[config.mk]
export PLATFORM = sky130hd
export DESIGN_NAME = mult_8x8_seq_ctrl
export DESIGN_NICKNAME = d
export VERILOG_FILES = /design/src/rtl/mult_8x8_seq_ctrl.sv
export SDC_FILE = /design/constraint.sdc
export NUM_CORES = 1
export LEC_CHECK = 0
export ABC_AREA = 0
export CAP_MARGIN = 20
export CORE_UTILIZATION = 56
export CTS_CLUSTER_DIAMETER = 120
export CTS_CLUSTER_SIZE = 8
export DETAILED_ROUTE_END_ITERATION = 10
export PLACE_DENSITY = 0.86
export RECOVER_POWER = 25
export SYNTH_ARGS = -nofsm -noshare
export SYNTH_HDL_FRONTEND = slang
export SYNTH_SLANG_ARGS = --single-unit
[constraint.sdc]
create_clock -name clk -period 8.3 [get_ports clk]
set_clock_uncertainty 0.1 [all_clocks]
set_input_delay 2.075 -clock clk [delete_from_list [all_inputs] [get_ports clk]]
set_output_delay 2.075 -clock clk [all_outputs]
set_load 0.01 [all_outputs]
[src/rtl/mult_8x8_seq_ctrl.sv]
// mult_8x8_seq_ctrl: 8x8 multiply sequenced over four shared 4x4 sub-products with saturation.
module mult_8x8_seq_ctrl #(
  parameter int CFG_W = 4
) (
  input  logic             clk,
  input  logic             rst,
  input  logic             in_valid,
  output logic             in_ready,
  input  logic [7:0]       A,
  input  logic [7:0]       B,
  input  logic [CFG_W-1:0] cfg,
  output logic [3:0]       sub_a,
  output logic [3:0]       sub_b,
  output logic             sub_sel,
  input  logic [7:0]       sub_r,
  output logic             out_valid,
  input  logic             out_ready,
  output logic [15:0]      R,
  output logic             ovf
);
  typedef enum logic [2:0] {IDLE, MUL0, MUL1, MUL2, MUL3, DONE} state_t;
  state_t           state_q, state_d;
  logic [7:0]       a_q, a_d, b_q, b_d;
  logic [CFG_W-1:0] cfg_q, cfg_d;
  logic [16:0]      acc_q, acc_d, sum;
  logic [15:0]      r_q, r_d;
  logic             ovf_q, ovf_d;
  logic [3:0]       sh;
  // 17-bit accumulator: the approximate sub-products can push the total past 16 bits
  assign sh = state_q == MUL3 ? 4'd8 : state_q == MUL0 ? 4'd0 : 4'd4;
  assign sum = acc_q + ({9'd0, sub_r} << sh);
  assign in_ready = ~rst & (state_q == IDLE);
  assign out_valid = state_q == DONE;
  assign R = r_q;
  assign ovf = ovf_q;
  always_comb begin
    state_d = state_q;
    a_d = a_q;
    b_d = b_q;
    cfg_d = cfg_q;
    acc_d = acc_q;
    r_d = r_q;
    ovf_d = ovf_q;
    sub_a = 4'd0;
    sub_b = 4'd0;
    sub_sel = 1'b0;
    case (state_q)
      IDLE: if (in_valid) begin
        state_d = MUL0;
        a_d = A;
        b_d = B;
        cfg_d = cfg;
        acc_d = '0;
      end
      MUL0: begin
        sub_a = a_q[3:0];
        sub_b = b_q[3:0];
        sub_sel = cfg_q[0];
        acc_d = sum;
        state_d = MUL1;
      end
      MUL1: begin
        sub_a = a_q[3:0];
        sub_b = b_q[7:4];
        sub_sel = cfg_q[1];
        acc_d = sum;
        state_d = MUL2;
      end
      MUL2: begin
        sub_a = a_q[7:4];
        sub_b = b_q[3:0];
        sub_sel = cfg_q[2];
        acc_d = sum;
        state_d = MUL3;
      end
      MUL3: begin
        sub_a = a_q[7:4];
        sub_b = b_q[7:4];
        sub_sel = cfg_q[3];
        acc_d = sum;
        r_d = sum[16] ? 16'hFFFF : sum[15:0];
        ovf_d = sum[16];
        state_d = DONE;
      end
      DONE: state_d = out_ready ? IDLE : DONE;
      default: state_d = IDLE;
    endcase
  end
  always_ff @(posedge clk or posedge rst) begin
    if (rst) begin
      state_q <= IDLE;
      a_q <= '0;
      b_q <= '0;
      cfg_q <= '0;
      acc_q <= '0;
      r_q <= '0;
      ovf_q <= 1'b0;
    end else begin
      state_q <= state_d;
      a_q <= a_d;
      b_q <= b_d;
      cfg_q <= cfg_d;
      acc_q <= acc_d;
      r_q <= r_d;
      ovf_q <= ovf_d;
    end
  end
endmodule

### Yosys cells after proc, flatten, opt, wreduce, memory -nomap -nowiden

Index checks and enable logic that the tools add are counted.

| storage, ports and cells | value |
|---|---|
| input port bits | 32 |
| register bits after elaboration | 57 |
| logic and storage cells | 37 |
| output and inout port bits | 28 |

| operators by class | value |
|---|---|
| multiplexer cells | 11 |
| $add $sub $neg | 1 |
| equal/unequal tests | 6 |
| shift operators | 1 |
| reduce and logical (&&, ||, !) cells | 9 |
| bitwise logic cells | 2 |

Operators with widths:

| cell | count |
|---|---|
| $pmux W17 S2 | 1 |
| $pmux W3 S6 | 1 |
| $add A17 B17 Y17 | 1 |
| $mux W17 | 1 |
| $shl A8 B4 Y17 | 1 |
| $mux W16 | 1 |
| $pmux W4 S2 | 2 |
| $mux W3 | 3 |
| $reduce_or A2 Y1 | 4 |
| $eq A3 B2 Y1 const B | 2 |
| $eq A3 B3 Y1 const B | 2 |
| $mux W4 | 1 |
| $pmux W1 S4 | 1 |
| $reduce_and A2 Y1 | 2 |
| $reduce_or A4 Y1 | 1 |
| $eq A3 B1 Y1 const B | 1 |
| $logic_not A3 Y1 | 1 |
| $ne A2 B2 Y1 const B | 1 |
| $reduce_bool A2 Y1 | 1 |
| $and A1 B1 Y1 | 1 |
| $not A1 Y1 | 1 |

### Logic depth before layout (Yosys ltp)

Gate-level depths: netlist (run 1).

| depth | value |
|---|---|
| depth after elaboration | 6 |
| depth in mapped cells | 14 |
| gate-level depth less buffers | 12 |

### Worst setup path after synthesis (run 1)

No wires, ideal clock.

| timing path | value |
|---|---|
| path type | input port to output port |
| start point | input rst |
| end point | output in_ready |
| stages | 1 |
| buffers on the path | 0 |
| data required time | 6.125 ns |
| data arrival time | 2.244 ns |
| path slack | 3.881 ns |
| cell sequence | nor2_1 |

| between the ends | value |
|---|---|
| longest elaborated chain between the ends | 2 |

RTL lines:

| what | RTL line | text |
|---|---|---|
| start, declared | 6 | `input logic rst,` |
| $not A1 Y1 | 32 | `assign in_ready = ~rst & (state_q == IDLE);` |
| $and A1 B1 Y1 | 32 |  |
| end, declared | 8 | `output logic in_ready,` |

No other way between the ends.

### Worst setup path after layout (run 1)

Same ends and word-level chain as after synthesis.

==> impl_metrics.json, run 1 <==
{
  "status": "finished, violations left",
  "failed_checks": "capacitance limit, slew limit",
  "clock_sinks": 57,
  "placeable_core_region_um2": 6026,
  "initial_utilization": 0.5903,
  "grt_pass1_vias": 3024,
  "detailroute.via_count": 2976,
  "synth_top_area_share": 0.4010,
  "layout.cells.most_common_list": "dfrtp_1 (57), clkdlybuf4s50_1 (57), nand2_1 (43)",
  "post_cts.repair.setup_buffers": 0,
  "port_buffers": 59,
  "antenna-diode-count": 0,
  "synth_top_flop_cell": "dfrtp_1",
  "timing.final.setup_violations": 0,
  "fp-row-count": 28,
  "worst_skew_pair.late_latency_ns": 0.35,
  "dieArea_um2": 6675,
  "count_of_nets_after_finishing": 471,
  "reg2reg_depth": 12,
  "layout_worst_path_cycle_share": 0.6562,
  "worst_setup_ep_type": "output pin",
  "timing_worst_setup_path_type": "in -> out",
  "max_slew_vio_count": 58,
  "timing.final.crit_period_ns": 5.446,
  "whs_path_depth": 2,
  "worstPathCellList": "dlygate4sd3_1, nor2_1, clkdlybuf4s50_1",
  "hold_start": "ovf",
  "worst_setup_hold_path_clk_slew_ns": 0.08,
  "ant_nets": 0,
  "number_of_enable_type_register_cells_in_the_synthesized_netlist": 0,
  "ioPinCount": 60,
  "power_after_layout_mw": 1.944,
  "antenna_found_initial": 0,
  "critical_path.reg2reg.startpoint": "state_q[0]",
  "grt_max_degree": 58,
  "ys_top_cells_by_area": "dfrtp_1 (40%), mux2_2 (7.9%), ha_1 (5.6%), nand2_1 (4.5%), o21ai_0 (4.5%)",
  "timing.max_cap.violations": 1,
  "fraction_of_final_layout_cells_sized_beyond_drive_strength_1": 0.1452,
  "timing.rr.end": "R[14]",
  "vias_per_cell": 5.928,
  "cts.htree.levels": 3,
  "grt_pass1_wl_um": 13840,
  "die-width_um": 81.70,
  "synth_async_sr_flop_share": 1.000,
  "drc": 0,
  "finalSetupTns_ns": 0,
  "worst_path_required_ns": 6.12,
  "setup.worst_path.start": "rst",
  "power.density_cell_area_nw_per_um2": 443.0,
  "worstPathMaxFanout": 2,
  "gp_congestion": 0.9128,
  "grt-ovfl-total": 0,
  "max-vdd-ir-drop_mv": 0.2330,
  "cp_slowest_cell": "dlygate4sd3_1",
  "rsz0062_at_grt": "false",
  "postSynthNetCount": 417,
  "regToRegSetupSlack_ns": 3.89,
  "clock_tree.root_cell": "clkbuf_8",
  "global_route.usage.total": 0.2771,
  "wl_per_cell_um": 16.43,
  "hold_viol": 0,
  "area_growth_synth_to_finish_pct": 23.39,
  "holdPathEnd": "ovf",
  "mapped_area_um2": 3557,
  "post_cts_hold_buffer_count": 0,
  "cts_tree": "yes",
  "cts_buffers": 9,
  "synth.yosys.seq_area_share": 0.4010,
  "post_cts.resized_instances": 0,
  "holdCritPathClass": "reg -> reg",
  "leakage_power_nw": 1.828,
  "slew_headroom": -1.009,
  "synth_area_per_cell_um2": 9.666,
  "synthesis.instances": 368,
  "worst-endpoint-arrival_ns": 3.27,
  "first_iter_violations": 153,
  "firstDrtPassIters": 4,
  "synth.distinct_cells": 49,
  "cpPeakStageDelay_ns": 0.56,
  "worst-slew-pin-transition_ns": 3.014,
  "yosys_warnings": 0,
  "number_of_buffers_on_the_longest_clock_path": 2,
  "setup.worst_path.start_class": "primary input",
  "fmax_achieved_mhz": 183.6,
  "yosys_register_bits": 57,
  "post-synth-top-area-cell": "dfrtp_1",
  "dpl.hpwl_um": 5865,
  "route.final.wire_length_um": 8246,
  "die_ht_um": 81.70
}
cell type report:
cell class	count	area, um^2
Clock buffer	9	123.9
Tap cell	75	93.84
Timing Repair Buffer	63	616.8
Multi-Input combinational cell	284	1983
Clock inverter	7	118.9
Fill cell	462	1637
Inverter	7	26.28
Sequential cell	57	1426
cell families after synthesis:
| kind of cell | share of synthesized area |
|---|---|
| xor+xnor | 0.03975 |
| flops | 0.4010 |
| fa+ha+maj | 0.06191 |
| compound gates | 0.2413 |
| simple gates | 0.1354 |
| mux | 0.07914 |
| buf+inv | 0.04151 |
flip-flops by register name, indices dropped and copies added (netlist names):
signal and flops:
state_q 3, acc_q 17, R 16, ovf 1, b_q 8, a_q 8, cfg_q 4
per-layer routing:
| metal | wire (um) | GRT usage | vias to the layer above |
|---|---|---|---|
| met1 | 3513 | 0.3272 | 1454 |
| met2 | 4142 | 0.4792 | 87 |
| met3 | 483 | 0.06667 | 10 |
| li1 | - | - | 1425 |
| met4 | 106 | 0.1175 | 0 |
| met5 | 0 | 0 | - |
Yosys cell counts (all sizes together) (2+ instances only):
cell type,number
xnor2,9
inv,7
o211ai,3
clkbuf,8
o21ai,36
nand2,43
and2,7
dfrtp,57
o21bai,2
a211oi,2
nand2b,2
xor2,5
a22oi,9
a21o,2
a21oi,32
nor3,3
and3,5
ha,16
buf,12
a31oi,10
mux2,25
nor2,34
a22o,14
nor2b,9
a21boi,3
metrics by stage:
stage            util  area [um^2]  hold WS (ns)  instances  setup WS, ns
2_1_floorplan       -         3557        0.3563        368         3.881
3_3_place_gp   0.6887         4150        0.3746        486         2.976
3_5_place_dp   0.6887         4150        0.3762        486         2.961
4_1_cts        0.7290         4393        0.3978        502         2.959
5_1_grt        0.7284         4389        0.4202        502         2.454
6_report       0.7284         4389        0.3916        502         2.854
where the power goes:
part           switching, mW  internal [mW]  total, mW
Sequential             0.103          0.413      0.516
Clock                  0.117          0.199      0.317
Combinational          0.598          0.514       1.11
worst max-delay path, delay by kind of cell:
kind          cells  cell delay (ns)
buf+inv           2             1.10
simple gates      1             0.10
worst max path at each step:
stage               end
2_1_floorplan  in_ready
3_3_place_gp   in_ready
3_5_place_dp   in_ready
4_1_cts        in_ready
5_1_grt        cfg_q[1]
6_report       in_ready
Note: power is estimated with default switching activity, not from simulation.
==> run 2, diff against run 1 <==
CORE_UTILIZATION = 48   (was 56)
PLACE_DENSITY = 0.78   (was 0.86)
clock period = 5 ns   (was 8.3 ns; I/O delays follow)
==> run 2 against run 1 <==
Against the previous run: the flow finishes with violations (capacitance limit); global-route usage is 4.0 points lower; clock power is 35% higher; total power is 62% higher; via count is 0.84% lower; critical endpoint is now sub_b[0]; highest routed layer unchanged.
==> impl_metrics.json, run 2 (synthesis gave the netlist of run 1 again) <==
{
  "status": "finished, violations left",
  "failed_checks": "capacitance limit",
  "hold_viol": 0,
  "gp_congestion": 0.8651,
  "largest_register": "acc_q",
  "finish.instance_area_um2": 4398,
  "global_route.usage.total": 0.2373,
  "ioPinCount": 60,
  "fmax_achieved_mhz": 249.9,
  "clock_tree.root_cell": "clkbuf_8",
  "regToRegSetupSlack_ns": 1.40,
  "layout.cells.most_common_list": "dfrtp_1 (57), clkdlybuf4s50_1 (56), nand2_1 (43)",
  "rsz0062_at_grt": "false",
  "total_switching_power_mw": 1.336,
  "final_common_cell": "dfrtp_1",
  "cts_buffers": 9,
  "placed_cell_area_um2": 4203,
  "timing.final.setup_violations": 0,
  "placeable_core_region_um2": 7214,
  "leakage_power_nw": 1.838,
  "clockPowerShare": 0.136,
  "detailedPlace.worstSlack_ns": 0.6938,
  "dpl.hpwl_um": 6121,
  "worstPathMaxFanout": 16,
  "cellInternalPower_mw": 1.808,
  "dieArea_um2": 7759,
  "proportion_of_total_power_due_to_net_switching": 0.4249,
  "layout_worst_path_cycle_share": 0.8004,
  "first_iter_violations": 167,
  "firstDrtPassIters": 4,
  "grt_max_degree": 40,
  "wl_per_cell_um": 15.34,
  "grt_pass1_vias": 3046,
  "vias_per_cell": 5.589,
  "cts.htree.levels": 3,
  "grt_pass1_wl_um": 14010,
  "max-vdd-ir-drop_mv": 0.3490,
  "initial_utilization": 0.4931,
  "timing.final.crit_period_ns": 4.002,
  "finalSetupTns_ns": 0,
  "route.final.wire_length_um": 8097,
  "die-width_um": 88.09,
  "largest_register_ff_count": 17,
  "finalCoreUtilization": 0.6096,
  "drc": 0,
  "worst-endpoint-arrival_ns": 2.65,
  "power.sequential.fraction": 0.267,
  "cts_tree": "yes",
  "clock_sinks": 57,
  "detailroute.via_count": 2951,
  "timing_worst_setup_path_type": "reg -> out",
  "reg2reg_depth": 12,
  "port_buffers": 59,
  "post_cts.repair.setup_buffers": 0,
  "die_ht_um": 88.09,
  "holdCritPathClass": "reg -> reg",
  "timing.max_cap.violations": 1,
  "setup.worst_path.start_class": "register",
  "post_cts_hold_buffer_count": 0,
  "worst_skew_pair.late_latency_ns": 0.33,
  "whs_path_depth": 2,
  "antenna-diode-count": 0,
  "max_slew_vio_count": 0,
  "fraction_of_final_layout_cells_sized_beyond_drive_strength_1": 0.1492,
  "number_of_buffers_on_the_longest_clock_path": 2,
  "ant_nets": 0,
  "worst_hold_slack_ns": 0.3977,
  "worst-slew-pin-transition_ns": 1.487,
  "area_growth_synth_to_finish_pct": 23.64,
  "antenna_found_initial": 0,
  "worst_setup_hold_path_clk_slew_ns": 0.06,
  "final.setup.worst_slack_ns": 0.9979,
  "worst_setup_ep_type": "output pin",
  "logic_pwr_share": 0.597,
  "count_of_nets_after_finishing": 474,
  "power.density_cell_area_nw_per_um2": 714.9,
  "slew_headroom": 0.007905,
  "grt-ovfl-total": 0,
  "worst_path_required_ns": 3.65,
  "fp-row-count": 31,
  "post_cts.resized_instances": 0
}
run 2: cell types whose count changed in the layout (fill, tap and decap cells not counted), sizes merged:
cell / previous run / this run
buf: 3 / 7
bufinv: 3 / 1
clkbuf: 10 / 12
clkdlybuf4s50: 57 / 56
clkinv: 3 / 2
clkinvlp: 2 / 0
dlygate4sd3: 2 / 3
inv: 6 / 7
run 2: worst paths after layout:
path,endpoint,startpoint
setup / recovery,sub_b[0],state_q[1]
hold / removal,acc_q[11],acc_q[11]
setup reg to reg,R[9],state_q[1]
hold reg to reg,acc_q[11],acc_q[11]
max in group asynchronous,acc_q[10],rst
min in group asynchronous,b_q[6],rst
run 2: cell type report:
| cell class | count | area (um^2) |
|---|---|---|
| inverter | 7 | 26.28 |
| fill | 653 | 2816 |
| tap | 99 | 123.9 |
| clock buffer | 12 | 155.1 |
| clock inverter | 3 | 40.04 |
| sequential | 57 | 1426 |
| multi-input combinational | 284 | 1983 |
| timing repair buffer | 66 | 643.1 |
run 2: stage by stage:
stage                     power (mW)  cells
after global placement         2.671    513
after global routing           3.400    528
after CTS                      3.156    528
after floorplan                2.157    368
final                          3.144    528
after detailed placement       2.714    513
run 2: worst max-delay path: stages, from the launching register on:
cell and delay (ns):
dfrtp_1 0.66, nor2b_1 0.65, a22oi_1 0.13, o21ai_0 0.27
clkdlybuf4s50_1 0.60
run 2: layer usage:
layer / vias up / share of wire / wire length (um) / GRT usage
met2: 87 / 0.46 / 3730 / 0.3855
li1: 1435 / - / - / -
met1: 1410 / 0.46 / 3738 / 0.3041
met3: 19 / 0.052 / 418 / 0.04053
met4: 0 / 0.026 / 208 / 0.1246
met5: - / 0 / 0 / 0
run 2: power by group through the flow:
stage | Sequential [mW] | Combinational [mW] | Clock [mW]
after global routing | 0.869 | 2.08 | 0.453
final | 0.839 | 1.88 | 0.427
after detailed placement | 0.846 | 1.87 | 0
after floorplan | 0.823 | 1.33 | 0
after global placement | 0.833 | 1.84 | 0
after CTS | 0.839 | 1.88 | 0.434
==> run 3, diff against run 2 <==
clock period = 3.6 ns   (was 5 ns; I/O delays follow)
==> run 3 against run 2 <==
Against the previous run: the run now ends clean; routed wire length is 10% higher; clock power rose by 27%; via count increased by 4.5%; clock-buffer cell count rose by 1; die area is the same; flip-flop and latch count is the same; non-clock buffer count grew 28; total power grew 46%; hold slack got worse by 0.00085 ns.
==> impl_metrics.json, run 3 (synthesis gave the netlist of run 1 again) <==
{
  "worst_setup_ep_type": "register",
  "largest_register": "acc_q",
  "ant_nets": 0,
  "fp-row-count": 31,
  "die-width_um": 88.09,
  "die_ht_um": 88.09,
  "global_route.usage.total": 0.2574,
  "status": "finished, final reports clean",
  "worst-endpoint-arrival_ns": 3.58,
  "grt_max_degree": 32,
  "power_after_layout_mw": 4.578,
  "worst_setup_hold_path_clk_slew_ns": 0.07,
  "max-vdd-ir-drop_mv": 0.5251,
  "finalSetupTns_ns": 0,
  "slew_headroom": 0.3233,
  "final_common_cell": "dfrtp_1",
  "timing.max_cap.violations": 0,
  "vias_per_cell": 5.535,
  "power.density_cell_area_nw_per_um2": 992.4,
  "route.final.wire_length_um": 8940,
  "worst_path_required_ns": 3.71,
  "timing.final.setup_violations": 0,
  "leakage_power_nw": 1.976,
  "detailedPlace.worstSlack_ns": -0.3027,
  "hold_viol": 0,
  "port_buffers": 59,
  "gp_congestion": 0.9620,
  "area_growth_synth_to_finish_pct": 29.69,
  "cts_buffers": 9,
  "largest_register_ff_count": 17,
  "layout_worst_path_cycle_share": 0.9642,
  "holdCritPathClass": "reg -> reg",
  "first_iter_violations": 170,
  "layout.cells.most_common_list": "dfrtp_1 (57), clkdlybuf4s50_1 (56), nand2_1 (43)",
  "detailroute.via_count": 3083,
  "initial_utilization": 0.4931,
  "setup.worst_path.start_class": "primary input",
  "number_of_buffers_on_the_longest_clock_path": 2,
  "worstPathMaxFanout": 4,
  "antenna-diode-count": 0,
  "firstDrtPassIters": 4,
  "timing.final.crit_period_ns": 3.471,
  "drc": 0,
  "ioPinCount": 60,
  "rsz0062_at_grt": "false",
  "placeable_core_region_um2": 7214,
  "count_of_nets_after_finishing": 502,
  "max_slew_vio_count": 0,
  "final.setup.worst_slack_ns": 0.1288,
  "grt-ovfl-total": 0,
  "dpl.hpwl_um": 6593,
  "grt_pass1_wl_um": 14850,
  "worst_skew_pair.late_latency_ns": 0.36,
  "antenna_found_initial": 0,
  "wl_per_cell_um": 16.05,
  "post_cts_hold_buffer_count": 0,
  "worst-slew-pin-transition_ns": 1.014,
  "finalCoreUtilization": 0.6394,
  "clock_tree.root_cell": "clkbuf_8",
  "timing_worst_setup_path_type": "in -> reg",
  "cts_tree": "yes",
  "fmax_achieved_mhz": 288.1,
  "fraction_of_final_layout_cells_sized_beyond_drive_strength_1": 0.2052,
  "cts.htree.levels": 3,
  "clock_sinks": 57,
  "grt_pass1_vias": 3007,
  "dieArea_um2": 7759
}
-- run 3: critical path, cell delays in order --
cell             delay [ns]
clkdlybuf4s50_1        0.50
and2_1                 0.13
ha_1                   0.15
inv_1                  0.05
fa_1                   0.38
nand2b_1               0.19
a21oi_1                0.22
o21a_1                 0.26
buf_4                  0.16
a41oi_1                0.14
xor2_1                 0.25
buf_4                  0.16
a31oi_4                0.07
-- run 3: timing repair --
item | in CTS | in global routing
setup buffers | 0 | 3
gates resized for setup | 0 | 2
setup endpoints to repair | 0 | 19
hold endpoints to repair | 0 | 0
-- run 3: path summary, 6_finish.rpt --
path | endpoint | slack, ns | cells after the start | start
hold / removal | ovf | 0.40 | 2 | ovf
setup reg to reg | R[12] | 0.30 | 14 | state_q[0]
max in group asynchronous | R[12] | 0.94 | 3 | rst
min in group asynchronous | a_q[3] | 1.16 | 2 | rst
setup / recovery | R[12] | 0.13 | 13 | sub_r[0]
hold reg to reg | ovf | 0.40 | 2 | ovf
-- run 3: per-layer routing --
layer	routed length (um)	GRT usage
met1	3762	0.3125
met2	4407	0.4271
met3	485	0.05655
met4	284	0.1393
met5	0	0
-- run 3: metrics by stage --
step / hold WS (ns) / instance area (um^2) / std cells
floorplan: 0.3563 / 3557 / 368
global placement: 0.3726 / 4403 / 538
detailed placement: 0.3776 / 4403 / 538
CTS: 0.4000 / 4577 / 554
global route: 0.4333 / 4613 / 557
finish: 0.3969 / 4613 / 557
-- run 3: report_power, final --
| group | switching (mW) | internal (mW) |
|---|---|---|
| clock network | 0.257 | 0.284 |
| logic | 1.48 | 1.40 |
| registers | 0.203 | 0.954 |
| total | 1.94 | 2.64 |
-- run 3: final cells by class --
type	count	area [um^2]
Fill cell	605	2601
Multi-Input combinational cell	284	1987
Sequential cell	57	1426
Timing Repair Buffer	94	875.8
Clock buffer	13	158.9
Tap cell	99	123.9
Inverter	7	26.28
Clock inverter	3	15.01
